--- src/rtl/sys_bus_ctrl_pkg.sv ---
// sys_bus_ctrl_pkg
// Shared definitions for the system bus controller:
//   - state_t   : controller FSM state encoding (IDLE / WAIT / RESP)
//   - SEL_MSB/SEL_LSB : position of the slave-select nibble in the byte address
//   - BASE_*    : slave-select nibble of each standard slave (IMEM, DMEM, GPIO, UART)
package sys_bus_ctrl_pkg;

  typedef enum logic [1:0] {
    IDLE = 2'd0,
    WAIT = 2'd1,
    RESP = 2'd2
  } state_t;

  localparam int SEL_MSB = 31;
  localparam int SEL_LSB = 28;

  localparam logic [3:0] BASE_IMEM = 4'h0;
  localparam logic [3:0] BASE_DMEM = 4'h1;
  localparam logic [3:0] BASE_GPIO = 4'h2;
  localparam logic [3:0] BASE_UART = 4'h3;

endpackage

--- src/rtl/sys_bus_ctrl_if.sv ---
// sys_bus_ctrl_if
// Bundle of the master-side and slave-side bus signals of sys_bus_ctrl.
// Parameters: NUM_SLV (slave ports), DW (data width, multiple of 8).
// Modports:
//   master : the requesting bus master (drives m_req/m_addr/m_wdata/m_wmask/m_wen,
//            receives m_gnt/m_rsp_valid/m_rdata/m_err)
//   slave  : the slave devices (receive s_req/s_addr/s_wdata/s_wmask/s_wen,
//            drive s_rdy/s_rdata; slave i data sits at s_rdata[i*DW +: DW])
//   ctrl   : the controller itself, sitting between the two
interface sys_bus_ctrl_if #(
  parameter int NUM_SLV = 4,
  parameter int DW      = 32
);

  logic                   m_req;
  logic [31:0]            m_addr;
  logic [DW-1:0]          m_wdata;
  logic [DW/8-1:0]        m_wmask;
  logic                   m_wen;
  logic                   m_gnt;
  logic                   m_rsp_valid;
  logic [DW-1:0]          m_rdata;
  logic                   m_err;

  logic [NUM_SLV-1:0]     s_req;
  logic [31:0]            s_addr;
  logic [DW-1:0]          s_wdata;
  logic [DW/8-1:0]        s_wmask;
  logic                   s_wen;
  logic [NUM_SLV-1:0]     s_rdy;
  logic [NUM_SLV*DW-1:0]  s_rdata;

  modport master (
    output m_req, m_addr, m_wdata, m_wmask, m_wen,
    input  m_gnt, m_rsp_valid, m_rdata, m_err
  );

  modport slave (
    input  s_req, s_addr, s_wdata, s_wmask, s_wen,
    output s_rdy, s_rdata
  );

  modport ctrl (
    input  m_req, m_addr, m_wdata, m_wmask, m_wen,
    output m_gnt, m_rsp_valid, m_rdata, m_err,
    output s_req, s_addr, s_wdata, s_wmask, s_wen,
    input  s_rdy, s_rdata
  );

endinterface

--- src/rtl/sys_bus_tmo.sv ---
// sys_bus_tmo
// Slave stall counter for sys_bus_ctrl, only instantiated when
// SYS_BUS_TIMEOUT_EN is defined.
// Ports:
//   clk, rst : clock and synchronous active-high reset
//   clr      : clears the counter (asserted on the cycle a transfer is accepted)
//   en       : counts while the controller waits on a slave
//   expired  : high in the WAIT cycle where the count reached TIMEOUT-1
module sys_bus_tmo #(
  parameter int TIMEOUT = 16
) (
  input  logic clk,
  input  logic rst,
  input  logic clr,
  input  logic en,
  output logic expired
);

  localparam logic [7:0] LAST = 8'(TIMEOUT - 1);

  logic [7:0] cnt;

  // Clearing on accept means the first WAIT cycle always sees a count of 0.
  always_ff @(posedge clk) begin
    if (rst) begin
      cnt <= 8'd0;
    end else if (clr) begin
      cnt <= 8'd0;
    end else if (en) begin
      cnt <= cnt + 8'd1;
    end
  end

  assign expired = en && (cnt == LAST);

endmodule

--- src/rtl/sys_bus_ctrl.sv ---
// sys_bus_ctrl
// Single-master system bus controller. Accepts one transfer at a time in IDLE,
// decodes the slave from address bits [31:28], holds a one-hot request to that
// slave until it strobes ready, then returns a one-cycle response to the master.
// Unmapped slaves get an immediate error response.
// Parameters: NUM_SLV (1..16), DW (multiple of 8), TIMEOUT (2..255).
// Ports:
//   clk  : rising-edge clock
//   rst  : synchronous active-high reset
//   bus  : sys_bus_ctrl_if.ctrl (master request/response and slave lanes)
// Configuration macro: SYS_BUS_TIMEOUT_EN -- when defined, a stalled slave is
// abandoned with an error after TIMEOUT WAIT cycles; otherwise WAIT never ends
// without the slave's ready strobe.
module sys_bus_ctrl
  import sys_bus_ctrl_pkg::*;
#(
  parameter int NUM_SLV = 4,
  parameter int DW      = 32,
  parameter int TIMEOUT = 16
) (
  input logic        clk,
  input logic        rst,
  sys_bus_ctrl_if.ctrl bus
);

  if (NUM_SLV < 1 || NUM_SLV > 16) begin : g_bad_num_slv
    $error("sys_bus_ctrl: NUM_SLV must be within 1..16");
  end
  if (DW < 8 || (DW % 8) != 0) begin : g_bad_dw
    $error("sys_bus_ctrl: DW must be a positive multiple of 8");
  end
  if (TIMEOUT < 2 || TIMEOUT > 255) begin : g_bad_timeout
    $error("sys_bus_ctrl: TIMEOUT must be within 2..255");
  end

  localparam logic [4:0] NUM_SLV_W = 5'(NUM_SLV);

  state_t             state;
  state_t             next_state;
  logic [3:0]         m_idx;
  logic [3:0]         idx_q;
  logic               mapped;
  logic               accept;
  logic               in_wait;
  logic               sel_rdy;
  logic               tmo_hit;
  logic [NUM_SLV-1:0] sel_oh;
  logic [DW-1:0]      sel_data;
  logic [DW-1:0]      rdata_q;
  logic               err_q;
  logic [31:0]        addr_q;
  logic [DW-1:0]      wdata_q;
  logic [DW/8-1:0]    wmask_q;
  logic               wen_q;

  assign m_idx   = bus.m_addr[SEL_MSB:SEL_LSB];
  assign mapped  = ({1'b0, m_idx} < NUM_SLV_W);
  assign accept  = (state == IDLE) && bus.m_req;
  assign in_wait = (state == WAIT);

  // Slave select decode from the latched index; only the selected slave's
  // ready and read data are ever looked at.
  always_comb begin
    sel_oh   = '0;
    sel_data = '0;
    for (int i = 0; i < NUM_SLV; i++) begin
      if (idx_q == 4'(i)) begin
        sel_oh[i] = 1'b1;
        sel_data  = bus.s_rdata[i*DW +: DW];
      end
    end
  end

  assign sel_rdy = |(bus.s_rdy & sel_oh);

`ifdef SYS_BUS_TIMEOUT_EN
  sys_bus_tmo #(
    .TIMEOUT (TIMEOUT)
  ) u_tmo (
    .clk     (clk),
    .rst     (rst),
    .clr     (accept),
    .en      (in_wait),
    .expired (tmo_hit)
  );
`else
  assign tmo_hit = 1'b0;
`endif

  always_ff @(posedge clk) begin
    if (rst) begin
      state <= IDLE;
    end else begin
      state <= next_state;
    end
  end

  // Unmapped accesses skip WAIT entirely. In WAIT a ready strobe has priority
  // over timeout expiry, so a slave answering in the terminal cycle still wins.
  always_comb begin
    next_state = state;
    unique case (state)
      IDLE: begin
        if (bus.m_req) begin
          next_state = mapped ? WAIT : RESP;
        end
      end
      WAIT: begin
        if (sel_rdy || tmo_hit) begin
          next_state = RESP;
        end
      end
      RESP: begin
        next_state = IDLE;
      end
      default: begin
        next_state = IDLE;
      end
    endcase
  end

  // Request fields are latched on accept; the response data and error flag
  // are settled by the time the FSM reaches RESP.
  always_ff @(posedge clk) begin
    if (rst) begin
      idx_q   <= '0;
      err_q   <= 1'b0;
      rdata_q <= '0;
      addr_q  <= '0;
      wdata_q <= '0;
      wmask_q <= '0;
      wen_q   <= 1'b0;
    end else begin
      if (accept) begin
        idx_q   <= m_idx;
        addr_q  <= bus.m_addr;
        wdata_q <= bus.m_wdata;
        wmask_q <= bus.m_wmask;
        wen_q   <= bus.m_wen;
        err_q   <= !mapped;
        if (!mapped) begin
          rdata_q <= '0;
        end
      end
      if (in_wait) begin
        if (sel_rdy) begin
          rdata_q <= sel_data;
          err_q   <= 1'b0;
        end else if (tmo_hit) begin
          rdata_q <= '0;
          err_q   <= 1'b1;
        end
      end
    end
  end

  // Grant is masked during reset so nothing looks accepted while the
  // controller is being cleared.
  always_comb begin
    bus.m_gnt       = (state == IDLE) && bus.m_req && !rst;
    bus.m_rsp_valid = (state == RESP);
    bus.m_err       = (state == RESP) && err_q;
    bus.s_req       = in_wait ? sel_oh : '0;
  end

  assign bus.m_rdata = rdata_q;
  assign bus.s_addr  = addr_q;
  assign bus.s_wdata = wdata_q;
  assign bus.s_wmask = wmask_q;
  assign bus.s_wen   = wen_q;

endmodule

--- src/flat_wrapper.sv ---
// flat-port wrapper written by rule: the top's interface ports become plain ports
module sys_bus_ctrl_flat import sys_bus_ctrl_pkg::*;
#(
  parameter int NUM_SLV = 4,
  parameter int DW      = 32,
  parameter int TIMEOUT = 16
)
  (clk, rst, bus_m_req, bus_m_addr, bus_m_wdata, bus_m_wmask, bus_m_wen, bus_m_gnt, bus_m_rsp_valid, bus_m_rdata, bus_m_err, bus_s_req, bus_s_addr, bus_s_wdata, bus_s_wmask, bus_s_wen, bus_s_rdy, bus_s_rdata);
  sys_bus_ctrl_if #(.NUM_SLV(NUM_SLV), .DW(DW)) bus_i ();
  input logic clk;
  input logic rst;
  input wire logic [$bits(bus_i.m_req)-1:0] bus_m_req;
  input wire logic [$bits(bus_i.m_addr)-1:0] bus_m_addr;
  input wire logic [$bits(bus_i.m_wdata)-1:0] bus_m_wdata;
  input wire logic [$bits(bus_i.m_wmask)-1:0] bus_m_wmask;
  input wire logic [$bits(bus_i.m_wen)-1:0] bus_m_wen;
  output wire logic [$bits(bus_i.m_gnt)-1:0] bus_m_gnt;
  output wire logic [$bits(bus_i.m_rsp_valid)-1:0] bus_m_rsp_valid;
  output wire logic [$bits(bus_i.m_rdata)-1:0] bus_m_rdata;
  output wire logic [$bits(bus_i.m_err)-1:0] bus_m_err;
  output wire logic [$bits(bus_i.s_req)-1:0] bus_s_req;
  output wire logic [$bits(bus_i.s_addr)-1:0] bus_s_addr;
  output wire logic [$bits(bus_i.s_wdata)-1:0] bus_s_wdata;
  output wire logic [$bits(bus_i.s_wmask)-1:0] bus_s_wmask;
  output wire logic [$bits(bus_i.s_wen)-1:0] bus_s_wen;
  input wire logic [$bits(bus_i.s_rdy)-1:0] bus_s_rdy;
  input wire logic [$bits(bus_i.s_rdata)-1:0] bus_s_rdata;
  assign bus_i.m_req = bus_m_req;
  assign bus_i.m_addr = bus_m_addr;
  assign bus_i.m_wdata = bus_m_wdata;
  assign bus_i.m_wmask = bus_m_wmask;
  assign bus_i.m_wen = bus_m_wen;
  assign bus_m_gnt = bus_i.m_gnt;
  assign bus_m_rsp_valid = bus_i.m_rsp_valid;
  assign bus_m_rdata = bus_i.m_rdata;
  assign bus_m_err = bus_i.m_err;
  assign bus_s_req = bus_i.s_req;
  assign bus_s_addr = bus_i.s_addr;
  assign bus_s_wdata = bus_i.s_wdata;
  assign bus_s_wmask = bus_i.s_wmask;
  assign bus_s_wen = bus_i.s_wen;
  assign bus_i.s_rdy = bus_s_rdy;
  assign bus_i.s_rdata = bus_s_rdata;
  sys_bus_ctrl #(.NUM_SLV(NUM_SLV), .DW(DW), .TIMEOUT(TIMEOUT)) u_core (.clk(clk), .rst(rst), .bus(bus_i));
endmodule
--- config.mk ---
export PLATFORM = sky130hd
export DESIGN_NAME = sys_bus_ctrl_flat
export DESIGN_NICKNAME = d
export VERILOG_FILES = /design/src/rtl/sys_bus_ctrl_pkg.sv /design/src/rtl/sys_bus_ctrl_if.sv /design/src/rtl/sys_bus_tmo.sv /design/src/rtl/sys_bus_ctrl.sv /design/src/flat_wrapper.sv
export SDC_FILE = /design/constraint.sdc
export NUM_CORES = 1
export LEC_CHECK = 0
export BUFFER_PORTS_ARGS = -buffer_cell sky130_fd_sc_hd__buf_2
export CORE_AREA = 2 2 172 107
export DETAILED_ROUTE_END_ITERATION = 8
export DIE_AREA = 0 0 174 109
export PLACE_DENSITY = 0.62
export SYNTH_ARGS = -nofsm -noshare
export SYNTH_HDL_FRONTEND = slang
export SYNTH_SLANG_ARGS = --single-unit
--- constraint.sdc ---
create_clock -name clk -period 4.35 [get_ports clk]
set_input_delay 0.435 -clock clk [delete_from_list [all_inputs] [get_ports clk]]
set_output_delay 0.435 -clock clk [all_outputs]
set_load 0.01 [all_outputs]
==> results <==
- The initial cell density of the core is 0.292.
- The worst register-to-register path has a setup slack of 1.96 ns.
- The arrival time of data at the critical path endpoint is 2.59 ns.
- The post-placement cell area is 6790 sq um.
- Summed over all cells, the static leakage comes to 3.11 nW.
- For this block, the via count after detailed routing is 4,795.
- The first-pass detailed-route iteration total is 4.
- The initial antenna violation count is 2.
- The total CTS buffers is 9.
- The first-pass GRT wire length is 24,400 microns.
- The achievable frequency is 418 MHz.
- The met2 wire length is 7540 microns.
- The hold-fix buffer count after cts is 0.
- The via count of the first global-routing pass is 4,543.
- The count of buffers added on input and output ports is 311.
- Entering global routing, the biggest net connects 70 pins.
- STA puts the critical path data required time at 4.55 ns.
- The final period utilization is 0.550.
- The detailed router used layers up to and including met5.
- Counting the fill cells in the layout gives 1,806.
- The hold path depth is 3.
- The Yosys step of the flow raised 0 warnings.
- After detailed routing, the wire length on met1 is 7070 microns.
- The met3 routed wirelength is 1360 microns.
- The synthesized design contains 104 register bits.
- The count of routing violations after the opening detailed-route iteration is 173.
- The path class of the lowest-slack min-delay path is input port to flop.
- After synthesis, the mean cell area works out to 9.97 sq um.
- Setup repair after global routing left no endpoint under its margin.
- The floorplan die width is 174 microns.
- After detailed placement, the design holds a cell count of 1,024.
- In the global route stage, overall resource usage came out at 0.163.
- The placeable core region is 17,500 sq um.
- Leaving out filler cells and counting taps, the final layout contains 1,040.
- The shortest clock period the worst path allows after layout is 2.39 ns.
- The die height is 109 microns.
- The number of pins with negative max-slew slack in the final report is 0.
- The worst ir drop on vdd is 162 uV.
- The number of failing hold endpoints at the final stage is 0.
- Detailed placement ended at an HPWL of 12,100 microns.
- CTS placed an instance of clkbuf_16 at the clock tree root.
- The number of setup buffers added after CTS is 0.
- The max-capacitance violation count is 0.
- The residual antenna-violating net count after detailed routing is 0.
- The post-synthesis instance area is 5110 sq um.
- The critical path launch point type is a flop.
- The routed wire length per instance is 15.5 microns.
- On the final layout, the worst clock skew is 0.0113 ns.
- The flow ran to the end, and the final reports show no timing, DRC or antenna violations.
- Counting cells, the worst reg-to-reg path comes to 3.
- For this run, the register share of the synthesized area comes to 0.408.
- For the pin with the worst max-slew slack, the measured transition is 0.951 ns.
- The routability-driven placement congestion ratio is 0.773.
- STA classifies the critical path endpoint as a flop.
- In the routed layout, each cell is associated on average with a via count of 4.61.
- The maximum fanout along the worst path is 34.
- The H-tree depth is 3.
- The final layout contains routed wiring with a total length of 16,200 microns.
- The number of distinct library cells after synthesis is 28.
- The power density over the cells is 319 nW/um^2.
- In the routed design, unresolved DRC markers number 0.
- The clock tree from TritonCTS is yes.
- The number of resized instances in the post-cts repair step is 0.
- Setup violations remaining at the end of the flow were counted as 0.
- The aggregate global routing overflow is 0.
- The deepest clock path buffer count is 2.
- The number of nets in the synthesized netlist is 716.
- In the final layout, the share of cells above drive strength 1 is 0.510.
- The worst setup path is of the flop to flop kind.
- Summed over all failing endpoints, the final setup total negative slack is 0 ns.
- The synthesis-to-layout area growth is 38.7%.
- For this design the top-level I/O count stands at 312.
- The die covers 19,000 sq um.
- The count of antenna diodes in the layout is 0.
- Clock latency on the worst-skew pair, taken at its later pin, is 0.35 ns.
- The initialized floorplan defines 38 standard-cell rows.
- Synthesis produced 512 cells.
- Clock-pin slew was measured on the worst setup and hold paths at 0.08 ns.
- The remaining max-slew budget at the tightest pin is 0.366.
- The post-route worst hold slack is 0.314 ns.
- The final net count is 999.
- The cell area after layout is 7080 sq um.
- Clock tree synthesis found a total of 104 sinks.
==> worst max-delay path: stages, from the launching register on <==
cell and delay [ns]:
dfxtp_2 0.33, mux4_2 0.82, and2_4 0.86, o31ai_1 0.15
==> routing by layer <==
metal	vias to the layer above	GRT usage
met4	4	0.0354
met5	-	0
met1	2233	0.210
met2	178	0.267
met3	21	0.0575
li1	2359	-
==> cells in the final DEF (no fill, tap or decap), types with 2 or more instances in the layout <==
master	instances
o31ai_4	30
nand4_1	32
inv_1	32
a21oi_1	69
buf_4	8
nand2_1	141
nor2_1	5
inv_8	2
clkbuf_16	9
inv_6	2
buf_2	311
mux4_2	33
dfxtp_1	102
o21ai_1	2
clkinv_4	2
dfxtp_2	2
o31ai_1	2
==> through the flow <==
step            util  worst slack (ns)  power [mW]
3_5_place_dp   0.388              1.85        1.49
6_report       0.405              1.96        2.26
4_1_cts        0.405              1.92        2.30
5_1_grt        0.405              1.87        2.38
3_3_place_gp   0.388              1.89        1.48
2_1_floorplan      -              2.57        1.30
==> layout make-up <==
type                            count  area (sq um)  share of cell area
Tap cell                          240           300              0.0424
Multi-Input combinational cell    328          2650               0.374
Timing Repair Buffer              320          1640               0.231
Inverter                           32           120              0.0170
Sequential cell                   104          2080               0.294
Clock buffer                        9           225              0.0318
Clock inverter                      7          62.6             0.00884
==> report_power, final <==
group          total, mW  switching, mW  leakage, nW  internal (mW)
combinational      0.434          0.239         2.12          0.195
clock              0.800          0.397        0.144          0.403
sequential          1.02         0.0258        0.851          0.999
total               2.26          0.662         3.11           1.60
==> final timing paths <==
check                                 to              startpoint
setup reg to reg   u_core.bus.m_rdata[0]   u_core.bus.s_addr[28]
hold / removal      u_core.bus.s_addr[4]           bus_m_addr[4]
setup / recovery   u_core.bus.m_rdata[0]   u_core.bus.s_addr[28]
hold reg to reg   u_core.bus.s_wdata[16]  u_core.bus.s_wdata[16]
==> sequential cells by signal, summed over array words and instances, names as in the netlist <==
name                count
u_core.bus.s_wmask      4
u_core.bus.s_addr      31
u_core.state            2
u_core.err_q            1
u_core.bus.s_wdata     32
u_core.bus.m_rdata     32
u_core.bus.s_wen        1
u_core.idx_q            1
==> kinds of logic (layout without fill, tap and decap cells) <==
kind of cell,Yosys count,count (layout),synth area share
mux,33,33,0.146
simple gates,189,189,0.165
flops,104,104,0.408
buf+inv,80,368,0.0769
compound gates,106,106,0.205
==> synthesized netlist by cell type (all sizes together) <==
master     n  area (sq um)
nand2    141           529
and3       1          6.26
clkbuf    32           120
o21bai     1          11.3
nor4b      2          32.5
o21ai      2          10.0
and3b      1          8.76
nor3       1          5.00
dfxtp    104          2080
nor2       5          18.8
and2       2          12.5
nand4     32           200
nor3b      2          15.0
o31ai     32           653
a21oi     69           345
or3b       1          8.76
nor2b      1          6.26
buf       16           153
a32o       1          10.0
a2111oi    1          15.0
mux4      33           743
inv       32           120
(Power assumes the default switching activity.)
